==> src/rtl/demux_pkg.sv <==
// Shared definitions for the 1x4 stream demultiplexer.
// Contents:
//   NUM_CH, SEL_W - channel count and the width of a channel index
//   mode_e        - routing mode (MODE_SEL: by in_sel, MODE_RR: round-robin)
//   cnt_w()       - occupancy counter width for a FIFO of a given depth
package demux_pkg;

  localparam int NUM_CH = 4;
  localparam int SEL_W  = 2;

  typedef enum logic {
    MODE_SEL = 1'b0,
    MODE_RR  = 1'b1
  } mode_e;

  // The counter must hold the value DEPTH itself, hence the extra bit.
  function automatic int cnt_w(input int depth);
    return $clog2(depth) + 1;
  endfunction

endpackage

==> src/rtl/stream_demux_1x4_chan_fifo.sv <==
// chan_fifo: single-clock synchronous FIFO used as one output channel buffer.
// Ports:
//   clk, rst_n  - clock, asynchronous active-low reset
//   push        - write push_data (ignored while full)
//   push_data   - entry to write
//   pop         - drop the head entry (ignored while empty)
//   head_data   - current head entry; 0 while empty
//   count       - number of stored entries, 0..DEPTH
//   full, empty - decoded from count
module chan_fifo
  import demux_pkg::*;
#(
  parameter  int DATA_W = 8,
  parameter  int DEPTH  = 2,
  localparam int CNT_W  = cnt_w(DEPTH)
) (
  input  logic              clk,
  input  logic              rst_n,
  input  logic              push,
  input  logic [DATA_W-1:0] push_data,
  input  logic              pop,
  output logic [DATA_W-1:0] head_data,
  output logic [CNT_W-1:0]  count,
  output logic              full,
  output logic              empty
);

  localparam int PTR_W = $clog2(DEPTH);

  logic [DATA_W-1:0] mem [DEPTH];
  logic [PTR_W-1:0]  wr_ptr;
  logic [PTR_W-1:0]  rd_ptr;
  logic              do_push;
  logic              do_pop;

  assign full    = (count == CNT_W'(DEPTH));
  assign empty   = (count == '0);
  assign do_push = push & ~full;
  assign do_pop  = pop & ~empty;

  // Stale storage is masked so the head reads as 0 whenever nothing is held.
  assign head_data = empty ? '0 : mem[rd_ptr];

  // Storage carries payload only, so it is never reset.
  always_ff @(posedge clk) begin
    if (do_push) begin
      mem[wr_ptr] <= push_data;
    end
  end

  // Pointers wrap naturally; full/empty come from count alone.
  always_ff @(posedge clk or negedge rst_n) begin
    if (!rst_n) begin
      wr_ptr <= '0;
      rd_ptr <= '0;
      count  <= '0;
    end else begin
      if (do_push) wr_ptr <= wr_ptr + PTR_W'(1);
      if (do_pop)  rd_ptr <= rd_ptr + PTR_W'(1);
      case ({do_push, do_pop})
        2'b10:   count <= count + CNT_W'(1);
        2'b01:   count <= count - CNT_W'(1);
        default: count <= count;
      endcase
    end
  end

endmodule

==> src/rtl/stream_demux_1x4.sv <==
// stream_demux_1x4: routes a valid/ready stream into one of four buffered
// output channels, chosen per beat by in_sel or by a round-robin pointer.
// Ports:
//   clk, rst_n          - clock, asynchronous active-low reset
//   mode_rr             - 0: route by in_sel, 1: route by rr_ptr
//   in_valid/in_ready   - upstream handshake
//   in_data, in_sel     - upstream payload and requested channel
//   out_valid/out_ready - per-channel downstream handshake (bit k = channel k)
//   out_data            - channel k head at [k*DATA_W +: DATA_W]
//   occ                 - channel k occupancy at [k*CNT_W +: CNT_W]
//   rr_ptr              - round-robin pointer, exposed for observability
module stream_demux_1x4
  import demux_pkg::*;
#(
  parameter  int DATA_W = 8,
  parameter  int DEPTH  = 2,
  localparam int CNT_W  = cnt_w(DEPTH)
) (
  input  logic                     clk,
  input  logic                     rst_n,
  input  logic                     mode_rr,
  input  logic                     in_valid,
  output logic                     in_ready,
  input  logic [DATA_W-1:0]        in_data,
  input  logic [SEL_W-1:0]         in_sel,
  output logic [NUM_CH-1:0]        out_valid,
  input  logic [NUM_CH-1:0]        out_ready,
  output logic [NUM_CH*DATA_W-1:0] out_data,
  output logic [NUM_CH*CNT_W-1:0]  occ,
  output logic [SEL_W-1:0]         rr_ptr
);

  logic [SEL_W-1:0]  dst;
  logic [NUM_CH-1:0] full_v;
  logic [NUM_CH-1:0] empty_v;
  logic [NUM_CH-1:0] push_v;
  logic [NUM_CH-1:0] pop_v;
  logic              accept;

  assign dst = (mode_e'(mode_rr) == MODE_RR) ? rr_ptr : in_sel;

  // Only registered occupancy feeds in_ready: a pop in the same cycle does
  // not open a slot, which keeps out_ready off the in_ready path.
  assign in_ready = ~full_v[dst];
  assign accept   = in_valid & in_ready;

  for (genvar k = 0; k < NUM_CH; k++) begin : g_ch
    assign push_v[k]    = accept & (dst == SEL_W'(k));
    assign pop_v[k]     = out_valid[k] & out_ready[k];
    assign out_valid[k] = ~empty_v[k];

    chan_fifo #(
      .DATA_W (DATA_W),
      .DEPTH  (DEPTH)
    ) u_fifo (
      .clk       (clk),
      .rst_n     (rst_n),
      .push      (push_v[k]),
      .push_data (in_data),
      .pop       (pop_v[k]),
      .head_data (out_data[k*DATA_W +: DATA_W]),
      .count     (occ[k*CNT_W +: CNT_W]),
      .full      (full_v[k]),
      .empty     (empty_v[k])
    );
  end

  // The pointer never skips a full channel; it advances only on a beat
  // actually taken in round-robin mode.
  always_ff @(posedge clk or negedge rst_n) begin
    if (!rst_n) begin
      rr_ptr <= '0;
    end else if (accept && (mode_e'(mode_rr) == MODE_RR)) begin
      rr_ptr <= rr_ptr + SEL_W'(1);
    end
  end

endmodule

==> config.mk <==
export PLATFORM = sky130hd
export DESIGN_NAME = stream_demux_1x4
export DESIGN_NICKNAME = d
export VERILOG_FILES = /design/src/rtl/demux_pkg.sv /design/src/rtl/stream_demux_1x4_chan_fifo.sv /design/src/rtl/stream_demux_1x4.sv
export SDC_FILE = /design/constraint.sdc
export NUM_CORES = 1
export LEC_CHECK = 0
export CELL_PAD_IN_SITES_DETAIL_PLACEMENT = 1
export CELL_PAD_IN_SITES_GLOBAL_PLACEMENT = 2
export CORE_MARGIN = 5
export CORE_UTILIZATION = 35
export DETAILED_ROUTE_END_ITERATION = 10
export PLACE_DENSITY_LB_ADDON = 0.1
export SLEW_MARGIN = 20
export SYNTH_ARGS = -nofsm -noshare
export SYNTH_HDL_FRONTEND = slang
export SYNTH_SLANG_ARGS = --single-unit
==> constraint.sdc <==
create_clock -name clk -period 2.6 [get_ports clk]
set_clock_uncertainty 0.05 [all_clocks]
set_input_delay 0.39 -clock clk [delete_from_list [all_inputs] [get_ports clk]]
set_output_delay 0.39 -clock clk [all_outputs]
set_load 0.01 [all_outputs]
# Yosys cells after proc, flatten, opt, wreduce, memory -nomap -nowiden
# Memory sizes are Yosys's and may differ from the RTL's.
# Cells that the tools add are included.
classes:
  addsub: 17
  order_cmp: 1
  eq_ne: 15
  mux: 19
  n_bitwise: 26
  n_reduce_logical: 10
op_table:
  columns: ["op", "n"]
  rows:
  - ["$mux 8", 4]
  - ["$eq 2x2->1 const B", 10]
  - ["$and 1x1->1", 17]
  - ["$pmux 2 s2", 4]
  - ["$add 2x1->2 const B", 5]
  - ["$eq 2x1->1 const B", 5]
  - ["$logic_not 2->1", 5]
  - ["$mux 1", 9]
  - ["$not 1->1", 9]
  - ["$add 1x1->1 const B", 8]
  - ["$reduce_bool 2->1", 4]
  - ["$sub 2x1->2 const B", 4]
  - ["$lt 2x3->1 const B", 1]
  - ["$bmux 1 s2", 1]
  - ["$mux 2", 1]
  - ["$logic_and 1x1->1", 1]
word_totals:
  ff_bits: 18
  ram_bits: 64
  in_bits: 18
  output_inout_bits: 47
  n_memories: 4
memory_table:
  columns: ["memory", "words", "width", "rd", "rd_clocked_by_memory_dff", "write_ports", "line_no", "source"]
  rows:
  - ["g_ch[0].u_fifo.mem", 2, 8, 1, 0, 1, "stream_demux_1x4_chan_fifo.sv:30", "logic [DATA_W-1:0] mem [DEPTH];"]
  - ["g_ch[1].u_fifo.mem", 2, 8, 1, 0, 1, "stream_demux_1x4_chan_fifo.sv:30", null]
  - ["g_ch[2].u_fifo.mem", 2, 8, 1, 0, 1, "stream_demux_1x4_chan_fifo.sv:30", null]
  - ["g_ch[3].u_fifo.mem", 2, 8, 1, 0, 1, "stream_demux_1x4_chan_fifo.sv:30", null]

# Longest topological paths before layout
# Gate-level depths: netlist of the first run.
logic_depth:
  word_depth: 9
  ltp_mapped: 8
  depth_no_buf: 7

# Cells and area by module
# From an unflattened synthesis of the first run, not the netlist that was laid out.
hier_totals:
  cells_unflattened: 231
  hier_area_um2: 3392.0
by_module_without_submodules:
  columns: ["module", "instances", "cells_per_inst", "area_per_inst_um2"]
  rows:
  - ["chan_fifo", 4, 51, 794.5]
  - ["stream_demux_1x4", 1, 27, 214.0]

# Worst setup path before layout of the first run
# OpenSTA, ideal clock, no wires.
synth_path:
  kind: "reg2reg"
  start: "register rr_ptr[0]"
  end: "memory g_ch[3].u_fifo.mem[1][0] (enable)"
  setup_time_ns: 0.370
  t_arrival_ns: 1.584
  t_required_ns: 2.180
  setup_slack_ns: 0.595
  stages_incl_launch_ff: 6
  synth_period_minus_slack_ns: 2.005
  path_cell_list: "dfrtp_1 -> mux2i_1 -> nand2b_4 -> or3b_1 -> buf_6 -> nor2_1"
synth_between:
  elab_chain_len: 9
synth_lines:
  columns: ["element", "line_no", "source"]
  rows:
  - ["from (decl)", "stream_demux_1x4.sv:30", "output logic [SEL_W-1:0] rr_ptr"]
  - ["from (signal assigned)", "stream_demux_1x4.sv:74", "rr_ptr <= rr_ptr + SEL_W'(1);"]
  - ["$mux 2 *", "stream_demux_1x4.sv:40", "assign dst = (mode_e'(mode_rr) == MODE_RR) ? rr_ptr : in_sel;"]
  - ["$bmux 1 s2", "stream_demux_1x4.sv:44", "assign in_ready = ~full_v[dst];"]
  - ["$mux 1 (not written as such)", "stream_demux_1x4.sv:44", null]
  - ["$not 1->1", "stream_demux_1x4.sv:44", null]
  - ["$and 1x1->1", "stream_demux_1x4.sv:45", "assign accept = in_valid & in_ready;"]
  - ["$and 1x1->1 *", "stream_demux_1x4.sv:48", "assign push_v[k] = accept & (dst == SEL_W'(k));"]
  - ["$and 1x1->1 *", "stream_demux_1x4_chan_fifo.sv:38", "assign do_push = push & ~full;"]
  - ["$mux 1 *", "stream_demux_1x4_chan_fifo.sv:46", "if (do_push) begin"]
  - ["$mux 1 (not written as such) *", "stream_demux_1x4_chan_fifo.sv:47", "mem[wr_ptr] <= push_data;"]
  - ["to (decl)", "stream_demux_1x4_chan_fifo.sv:30", null]
# Mark *: on every way between the ends. The rest lies on a longest branch, timed or not. The select of a mux whose other input is x is not followed.

# Worst setup path in the final report of the first run
layout_path:
  start: "input mode_rr"
  end: "register g_ch[0].u_fifo.count[1]"
layout_between:
  elab_chain_len: 9
layout_lines:
  columns: ["element", "line_no", "source"]
  rows:
  - ["from (decl)", "stream_demux_1x4.sv:21", "input logic mode_rr,"]
  - ["$mux 2 *", "stream_demux_1x4.sv:40", null]
  - ["$bmux 1 s2", "stream_demux_1x4.sv:44", null]
  - ["$mux 1 (not written as such)", "stream_demux_1x4.sv:44", null]
  - ["$not 1->1", "stream_demux_1x4.sv:44", null]
  - ["$and 1x1->1", "stream_demux_1x4.sv:45", null]
  - ["$and 1x1->1 *", "stream_demux_1x4.sv:48", null]
  - ["$and 1x1->1 *", "stream_demux_1x4_chan_fifo.sv:38", null]
  - ["$eq 2x1->1 or $eq 2x2->1 (tied branches)", "stream_demux_1x4_chan_fifo.sv:60", "case ({do_push, do_pop})"]
  - ["$pmux 2 s2 or $reduce_bool 2->1 (tied branches)", null, null]
  - ["to (signal assigned)", "stream_demux_1x4_chan_fifo.sv:61", "2'b10: count <= count + CNT_W'(1);"]
  - ["to (signal assigned)", "stream_demux_1x4_chan_fifo.sv:62", "2'b01: count <= count - CNT_W'(1);"]
  - ["to (signal assigned)", "stream_demux_1x4_chan_fifo.sv:63", "default: count <= count;"]
  - ["to (decl)", "stream_demux_1x4_chan_fifo.sv:23", "output logic [CNT_W-1:0] count,"]
# Marks and branches as above.
# A chain may end at the register's enable or synchronous reset.

==> metrics.sh, run 1 <==
TOP_FLIP_FLOP_CELL_BY_INSTANCE_COUNT_AFTER_SYNTHESIS='sky130_fd_sc_hd__edfxtp_1'
ROUTED_VIA_DENSITY=4.44
SETUP-TNS-FINAL_NS=0
UNREPAIRED_SETUP_ENDPOINTS_AFTER_GLOBAL_ROUTING='no'
ROUTED_WIRELENGTH_MM=7.11
MAXIMUM_NUMBER_OF_PINS_ON_ONE_NET_BEFORE_GLOBAL_ROUTE_REPAIR=19
PERIOD_NEEDED_NS=2.28
PLACE_WORST_SETUP_SLACK_NS=-0.0596
ROUTE.ANTENNA.REMAINING_NETS=0
POST_SYNTH_NUM_CELL_TYPES=21
CRIT-REG2REG-CAPTURE='g_ch[0].u_fifo.count[1]'
MAX_FREQ_MHz=438
REG2REG_SETUP_SLACK_NS=0.68
CTS-BUFFERS-INSERTED=9
WORST_SLEW_PIN_SLEW_NS=0.697
DESIGN.CORE.AREA_UM2=9280
GPL.FINAL_WEIGHTED_CONGESTION=0.723
FINAL-HOLD-VIOLATION-COUNT=0
PORT_BUFFERS=64
TOP_LEVEL_PORT_COUNT=65
TIMING.SETUP.CRITICAL_PATH_CLASS='input port to register'
POWER_PER_CELL_AREA_nW_PER_UM2=1100
POST_SYNTH.CELL_AREA_AVG_UM2=14.8
ANTENNA_VIOLATIONS_BEFORE_REPAIR=0
GLOBALROUTETOTALUTIL=0.130
CTS-HOLD-FIX-BUFFERS=0
REMAINING_DRC_ERRORS=0
STATUS='complete, no violations'
SYNTH_SEQ_CELLS=82
FIRST_PASS_ITERS=4
WORST_SETUP_PATH_START_KIND='input port'
POST_ROUTE_CELLS_DRIVE_ABOVE_1_SHARE=0.107
GRT_FIRST_PASS_WIRELENGTH_MM=11.2
SLEW-LIMIT-HEADROOM=0.533
DRTITER0DRC=57
LARGEST_DELAY_SHARE_FAMILY_WORST_PATH='buffers and inverters'
CLKSLEWWORSTSETUPHOLDPATHS_NS=0.08
SYNTH-SEQ-AREA-SHARE=0.708
SYN_AREA_UM2=3350
CRITICAL_PATH.MAX_STAGE_DELAY_NS=0.54
CRITPATHBUFINV=3
SYNTH_AREA_LEADERS='sky130_fd_sc_hd__edfxtp_1 57%, sky130_fd_sc_hd__dfrtp_1 13%, sky130_fd_sc_hd__mux2i_1 11%'
FILLER_CELL_COUNT=971
CRITPATHMAXFANOUT=4
YOSYSTOPAREACELL='sky130_fd_sc_hd__edfxtp_1'
MIN_PERIOD_OVER_PERIOD=0.877
TIMING.FINAL.MAX_SLEW_VIOLATIONS=0
CTS_NUM_SINKS=82
ROOT_BUFFER='sky130_fd_sc_hd__clkbuf_8'
AREA_GROWTH_PCT=33.1
SYNTH-ASYNC-RESET-RATIO=0.220
CRIT_ARRIVAL_NS=2.49
WORST-ENDPOINT-REQUIRED_NS=2.81
VDD_IR_MAX_V=0.000478
PATH_CELLS='clkdlybuf4s50_1 > buf_4 > mux2i_4 > buf_4 > nand4b_1 > ha_1 > nor2_1 > xor2_1'
DESIGN.DIE.AREA_UM2=11600
FIN_TOTAL_PWR_mW=4.90
YOSYSWARNINGCOUNT=0
NUM-NETS-FINAL=334
PLACEMENTROWS=35
FIN_WS_NS=0.319
PLACE_HPWL_MM=5.02
CP_SLOWEST_CELL='sky130_fd_sc_hd__clkdlybuf4s50_1'
DRV.MAX_CAP_VIOLATION_COUNT=0
GLOBALROUTEOVERFLOWTOTAL=0
TIMING.CRITICAL_PATH.MODE_CELL='sky130_fd_sc_hd__buf_4'
SYNTH_EDF_COUNT=64
WORST_SETUP_PATH_END_KIND='register'
TIMING.REG2REG.WORST_PATH_DEPTH=6
VIAS=1982
TIMING.FINAL.SETUP_VIOLATIONS=0
CTS_BUFFER_DEPTH=2
CTS_MAX_LEVEL=3
DRT-WIRELENGTH-PER-CELL_UM=15.9
MAPPED_NETS=248
MULTI_INPUT_GATE_AREA_UM2=946
R2R_START='rr_ptr[1]'
VIAS_IN_THE_FIRST_GLOBAL_ROUTE=2127
FINAL-SEQ-AREA_UM2=2370
MIN-DELAY-PATH-CLASS='input port to asynchronous set/reset pin'
SYN_INST=226
NUM_ANTENNA_CELLS=0
SYNTH_TOP_CELL_AREA_SHARE=0.574
START_UTIL=0.361
HOLD-WORST-SLACK_NS=0.345
STATIC-LEAKAGE-POWER_nW=1.71
TRITONCTS='built'
FLOORPLAN.DIE.HEIGHT_UM=108
CLOCK_LATENCY_NS=0.33
DIE_X_UM=108
[cells in the final DEF, fill, tap and decap left out]
cell | netlist | routed
sky130_fd_sc_hd__o21ai_0 | 4 | 4
sky130_fd_sc_hd__nor2_1 | 49 | 49
sky130_fd_sc_hd__clkbuf_1 | 4 | 2
sky130_fd_sc_hd__nand4b_1 | 2 | 2
sky130_fd_sc_hd__nand3_1 | 1 | 1
sky130_fd_sc_hd__ha_1 | 4 | 4
sky130_fd_sc_hd__dlymetal6s2s_1 | 0 | 1
sky130_fd_sc_hd__dfrtp_1 | 18 | 18
sky130_fd_sc_hd__nand2_1 | 2 | 2
sky130_fd_sc_hd__xnor2_1 | 11 | 11
sky130_fd_sc_hd__nand2b_4 | 1 | 1
sky130_fd_sc_hd__clkdlybuf4s50_1 | 0 | 63
sky130_fd_sc_hd__nor2b_1 | 5 | 5
sky130_fd_sc_hd__nand3b_1 | 1 | 1
sky130_fd_sc_hd__mux2i_4 | 0 | 2
sky130_fd_sc_hd__clkinvlp_4 | 0 | 2
sky130_fd_sc_hd__clkinv_2 | 0 | 2
sky130_fd_sc_hd__nand2b_1 | 4 | 4
sky130_fd_sc_hd__xnor2_2 | 1 | 1
sky130_fd_sc_hd__or3b_1 | 1 | 1
sky130_fd_sc_hd__mux2i_1 | 36 | 34
sky130_fd_sc_hd__bufinv_16 | 0 | 1
sky130_fd_sc_hd__buf_4 | 0 | 16
sky130_fd_sc_hd__edfxtp_1 | 64 | 64
sky130_fd_sc_hd__xor2_1 | 8 | 8
sky130_fd_sc_hd__clkbuf_8 | 0 | 9
sky130_fd_sc_hd__o31ai_1 | 1 | 1
sky130_fd_sc_hd__inv_1 | 8 | 8
[worst max path at each step]
stage | startpoint | end | slack, ns | cells after the start
floorplan | rr_ptr[0] | g_ch[3].u_fifo.mem[1][0] | 0.60 | 5
global placement | mode_rr | in_ready | 0.02 | 5
detailed placement | mode_rr | g_ch[0].u_fifo.count[1] | -0.06 | 8
CTS | mode_rr | in_ready | 0.01 | 5
global route | g_ch[3].u_fifo.rd_ptr | out_data[25] | 0.18 | 3
finish | mode_rr | g_ch[0].u_fifo.count[1] | 0.32 | 8
[layer usage]
| metal | up-vias | GRT usage | wire, um |
|---|---|---|---|
| met5 | - | 0 | 0 |
| met4 | 0 | 0.0352 | 53 |
| met3 | 5 | 0.0324 | 228 |
| met2 | 44 | 0.229 | 3600 |
| met1 | 969 | 0.158 | 3230 |
| li1 | 964 | - | - |
[repair_timing]
action	in CTS	in global routing
resized for setup	2	3
setup endpoints to repair	1	1
pin swaps	0	0
buffers inserted	0	0
[worst register-to-register path: cells and delay by family, from the launching register on]
family	cells	cell delay (ns)
xor gates and xnor gates	1	0.15
adders and majority gates	1	0.42
buffers and inverters	1	0.17
DFF	1	0.43
muxes	1	0.21
and+or+nand+nor	2	0.42
[power by group]
part / total (mW) / internal (mW) / switching (mW)
Sequential: 1.99 / 1.67 / 0.312
Combinational: 2.04 / 1.17 / 0.867
Clock: 0.875 / 0.441 / 0.433
[per-stage QoR]
step / cells / util / cell area [um2]
after floorplan: 226 / - / 3350
after detailed placement: 430 / 0.457 / 4250
after global routing: 446 / 0.480 / 4460
final: 446 / 0.480 / 4460
after global placement: 430 / 0.457 / 4250
after CTS: 446 / 0.478 / 4440
[registers in the layout, summed over array words and instances (netlist names)]
register            flops
rr_ptr                  2
g_ch.u_fifo.rd_ptr      4
g_ch.u_fifo.wr_ptr      4
g_ch.u_fifo.count       8
g_ch.u_fifo.mem        64
[layout make-up]
type / count / share of cell area
Clock inverter: 5 / 0.0123
Tap cell: 129 / 0.0362
Multi-Input combinational cell: 131 / 0.212
Inverter: 8 / 0.00673
Sequential cell: 82 / 0.532
Clock buffer: 11 / 0.0295
Timing Repair Buffer: 80 / 0.171
[kinds of logic after synthesis]
| family | after synthesis | synth area share |
|---|---|---|
| buf+inv | 13 | 0.0168 |
| simple gates | 66 | 0.0897 |
| mux | 36 | 0.108 |
| fa+ha+maj | 4 | 0.0149 |
| compound gates | 5 | 0.00822 |
| flops | 82 | 0.708 |
| xor+xnor | 20 | 0.0545 |
[Yosys cell counts, types with 2 or more instances]
cell type                  number
sky130_fd_sc_hd__nand2_1        2
sky130_fd_sc_hd__ha_1           4
sky130_fd_sc_hd__o21ai_0        4
sky130_fd_sc_hd__edfxtp_1      64
sky130_fd_sc_hd__clkbuf_1       4
sky130_fd_sc_hd__nand4b_1       2
sky130_fd_sc_hd__nor2_1        49
sky130_fd_sc_hd__nand2b_1       4
sky130_fd_sc_hd__nor2b_1        5
sky130_fd_sc_hd__mux2i_1       36
sky130_fd_sc_hd__inv_1          8
sky130_fd_sc_hd__dfrtp_1       18
sky130_fd_sc_hd__xnor2_1       11
sky130_fd_sc_hd__xor2_1         8
(Power assumes the default switching activity.)
==> inputs of run 2 (changes only) <==
CORE_UTILIZATION = 36   (was 35)
HOLD_SLACK_MARGIN = 0.06   (was default)
==> run 2 against run 1 <==
  * Critical path depth down 5
  * Core utilization up 0.80 points
  * Critical endpoint is now out_data[28]
  * Critical path type is now register to output port
  * Register-to-register slack worse by 0.05 ns
==> metrics.sh, run 2 (synthesis results as in run 1) <==
CTS-BUFFERS-INSERTED=9
STATIC-LEAKAGE-POWER_nW=1.74
MOST_USED_CELLS_IN_THE_LAYOUT_EXCLUDING_FILL_AND_TAP_CELLS='64 x sky130_fd_sc_hd__edfxtp_1, 63 x sky130_fd_sc_hd__clkdlybuf4s50_1, 49 x sky130_fd_sc_hd__nor2_1'
HOLD-WORST-SLACK_NS=0.341
MAXIMUM_NUMBER_OF_PINS_ON_ONE_NET_BEFORE_GLOBAL_ROUTE_REPAIR=19
CLKSLEWWORSTSETUPHOLDPATHS_NS=0.08
FINAL-SEQ-AREA_UM2=2370
DRV.MAX_CAP_VIOLATION_COUNT=0
SLEW-LIMIT-HEADROOM=0.601
PLACEDCELLCOUNT=416
STDCELL_AREA_UM2=4470
GRT_FIRST_PASS_WIRELENGTH_MM=11.4
CTS_SETUP_BUFFERS=0
DRT-WIRELENGTH-PER-CELL_UM=16.6
LARGEST_REGISTERS='g_ch.u_fifo.mem x64, g_ch.u_fifo.count x8'
PLACEMENT.CELL_AREA_UM2=4250
ROOT_BUFFER='sky130_fd_sc_hd__clkbuf_8'
INSTANCES_NO_FILL=432
CTS_NUM_SINKS=82
PLACEMENTROWS=35
LAYOUT.CORE_UTILIZATION=0.488
CRIT_ARRIVAL_NS=1.89
MOSTFREQUENTLAYOUTCELL='sky130_fd_sc_hd__edfxtp_1'
FIN_TOTAL_PWR_mW=5.01
POWER_PER_CELL_AREA_nW_PER_UM2=1120
MAX_FREQ_MHz=430
GLOBALROUTETOTALUTIL=0.134
AREA_GROWTH_PCT=33.4
ROUTED_VIA_DENSITY=4.66
GPL.FINAL_WEIGHTED_CONGESTION=0.777
WORST_SLEW_PIN_SLEW_NS=0.597
VIAS_IN_THE_FIRST_GLOBAL_ROUTE=2124
VDD_IR_MAX_V=0.000418
MIN_PERIOD_OVER_PERIOD=0.895
GLOBALROUTEOVERFLOWTOTAL=0
ROUTED_WIRELENGTH_MM=7.17
SETUP-TNS-FINAL_NS=0
MIN-DELAY-PATH-CLASS='input port to asynchronous set/reset pin'
PLACE_HPWL_MM=5.09
WORST_SETUP_PATH_START_KIND='register'
TIMING.FINAL.SETUP_VIOLATIONS=0
START_UTIL=0.366
DIE_X_UM=106
CLOCK_LATENCY_NS=0.34
LARGEST_REGISTER_FFS=64
LARGEST_REGISTER='g_ch.u_fifo.mem'
FIRST_PASS_ITERS=4
TOP_LEVEL_PORT_COUNT=65
DESIGN.CORE.AREA_UM2=9150
CRITPATHMAXFANOUT=10
PLACE_WORST_SETUP_SLACK_NS=-0.00249
ROUTE.ANTENNA.REMAINING_NETS=0
NUM_ANTENNA_CELLS=0
FILLER_CELL_COUNT=946
DESIGN.DIE.AREA_UM2=11300
ANTENNA_VIOLATIONS_BEFORE_REPAIR=0
FLOORPLAN.DIE.HEIGHT_UM=106
PERIOD_NEEDED_NS=2.33
REMAINING_DRC_ERRORS=0
UNREPAIRED_SETUP_ENDPOINTS_AFTER_GLOBAL_ROUTING='no'
MULTI_INPUT_GATE_AREA_UM2=925
PORT_BUFFERS=64
NUM-NETS-FINAL=338
VIAS=2015
TIMING.FINAL.MAX_SLEW_VIOLATIONS=0
CTS_MAX_LEVEL=3
STATUS='complete, no violations'
FIN_WS_NS=0.274
CTS_BUFFER_DEPTH=2
WORST-ENDPOINT-REQUIRED_NS=2.16
TIMING.SETUP.CRITICAL_PATH_CLASS='register to output port'
DRTITER0DRC=47
FINAL-HOLD-VIOLATION-COUNT=0
WORST_SETUP_PATH_END_KIND='output port'
CTS-HOLD-FIX-BUFFERS=0
POST_ROUTE_CELLS_DRIVE_ABOVE_1_SHARE=0.115
TRITONCTS='built'
-- run 2: changes by cell type in the layout (fill, tap and decap cells not counted), sizes merged --
cell and change:
clkbuf -1, clkinvlp -2, clkinv +2, bufinv +1, buf +4
-- run 2: final timing paths --
kind	startpoint	endpoint	slack, ns	cells past startpoint
setup / recovery	g_ch[3].u_fifo.count[0]	out_data[28]	0.27	3
hold reg to reg	g_ch[2].u_fifo.wr_ptr	g_ch[2].u_fifo.wr_ptr	0.46	1
setup reg to reg	rr_ptr[0]	g_ch[3].u_fifo.count[1]	0.63	7
hold / removal	rst_n	rr_ptr[1]	0.34	2
min in group clk	g_ch[2].u_fifo.wr_ptr	g_ch[2].u_fifo.wr_ptr	0.46	1
max in group asynchronous	rst_n	g_ch[2].u_fifo.wr_ptr	1.94	2
-- run 2: area by class of cell --
type	count	share of cell area
flip-flops and latches	82	0.531
multi-input cells	131	0.207
repair buffers	84	0.177
well taps	111	0.0311
clock buffers	10	0.0286
clock inverters	6	0.0185
inverters	8	0.00672
-- run 2: timing repair --
action,in CTS,in global routing
resized for setup,1,1
endpoints found under the setup margin,1,1
cloned,0,0
-- run 2: critical path, stage by stage, from the launching register on --
cell and delay (ns):
sky130_fd_sc_hd__dfrtp_1 0.44, sky130_fd_sc_hd__nor2_1 0.49, sky130_fd_sc_hd__nor2_1 0.12, sky130_fd_sc_hd__clkdlybuf4s50_1 0.50
-- run 2: power breakdown --
group	leakage, nW	switching [mW]	internal (mW)
Clock	0.108	0.431	0.537
Combinational	0.845	0.878	1.18
Sequential	0.792	0.308	1.67
-- run 2: per-layer routing --
layer	vias to the layer above	part of all wire	wire, um	global-route usage
met4	0	0.0091	65	0.0548
met2	43	0.49	3530	0.216
li1	979	-	-	-
met5	-	0	0	0
met3	9	0.040	285	0.0298
met1	984	0.46	3290	0.176
==> inputs of run 3 (changes only) <==
HOLD_SLACK_MARGIN = 0.1   (was 0.06)
SLEW_MARGIN = default   (was 20)
==> results of run 3 <==
No change in the layout: final DEF, timing and power equal those of run 2.
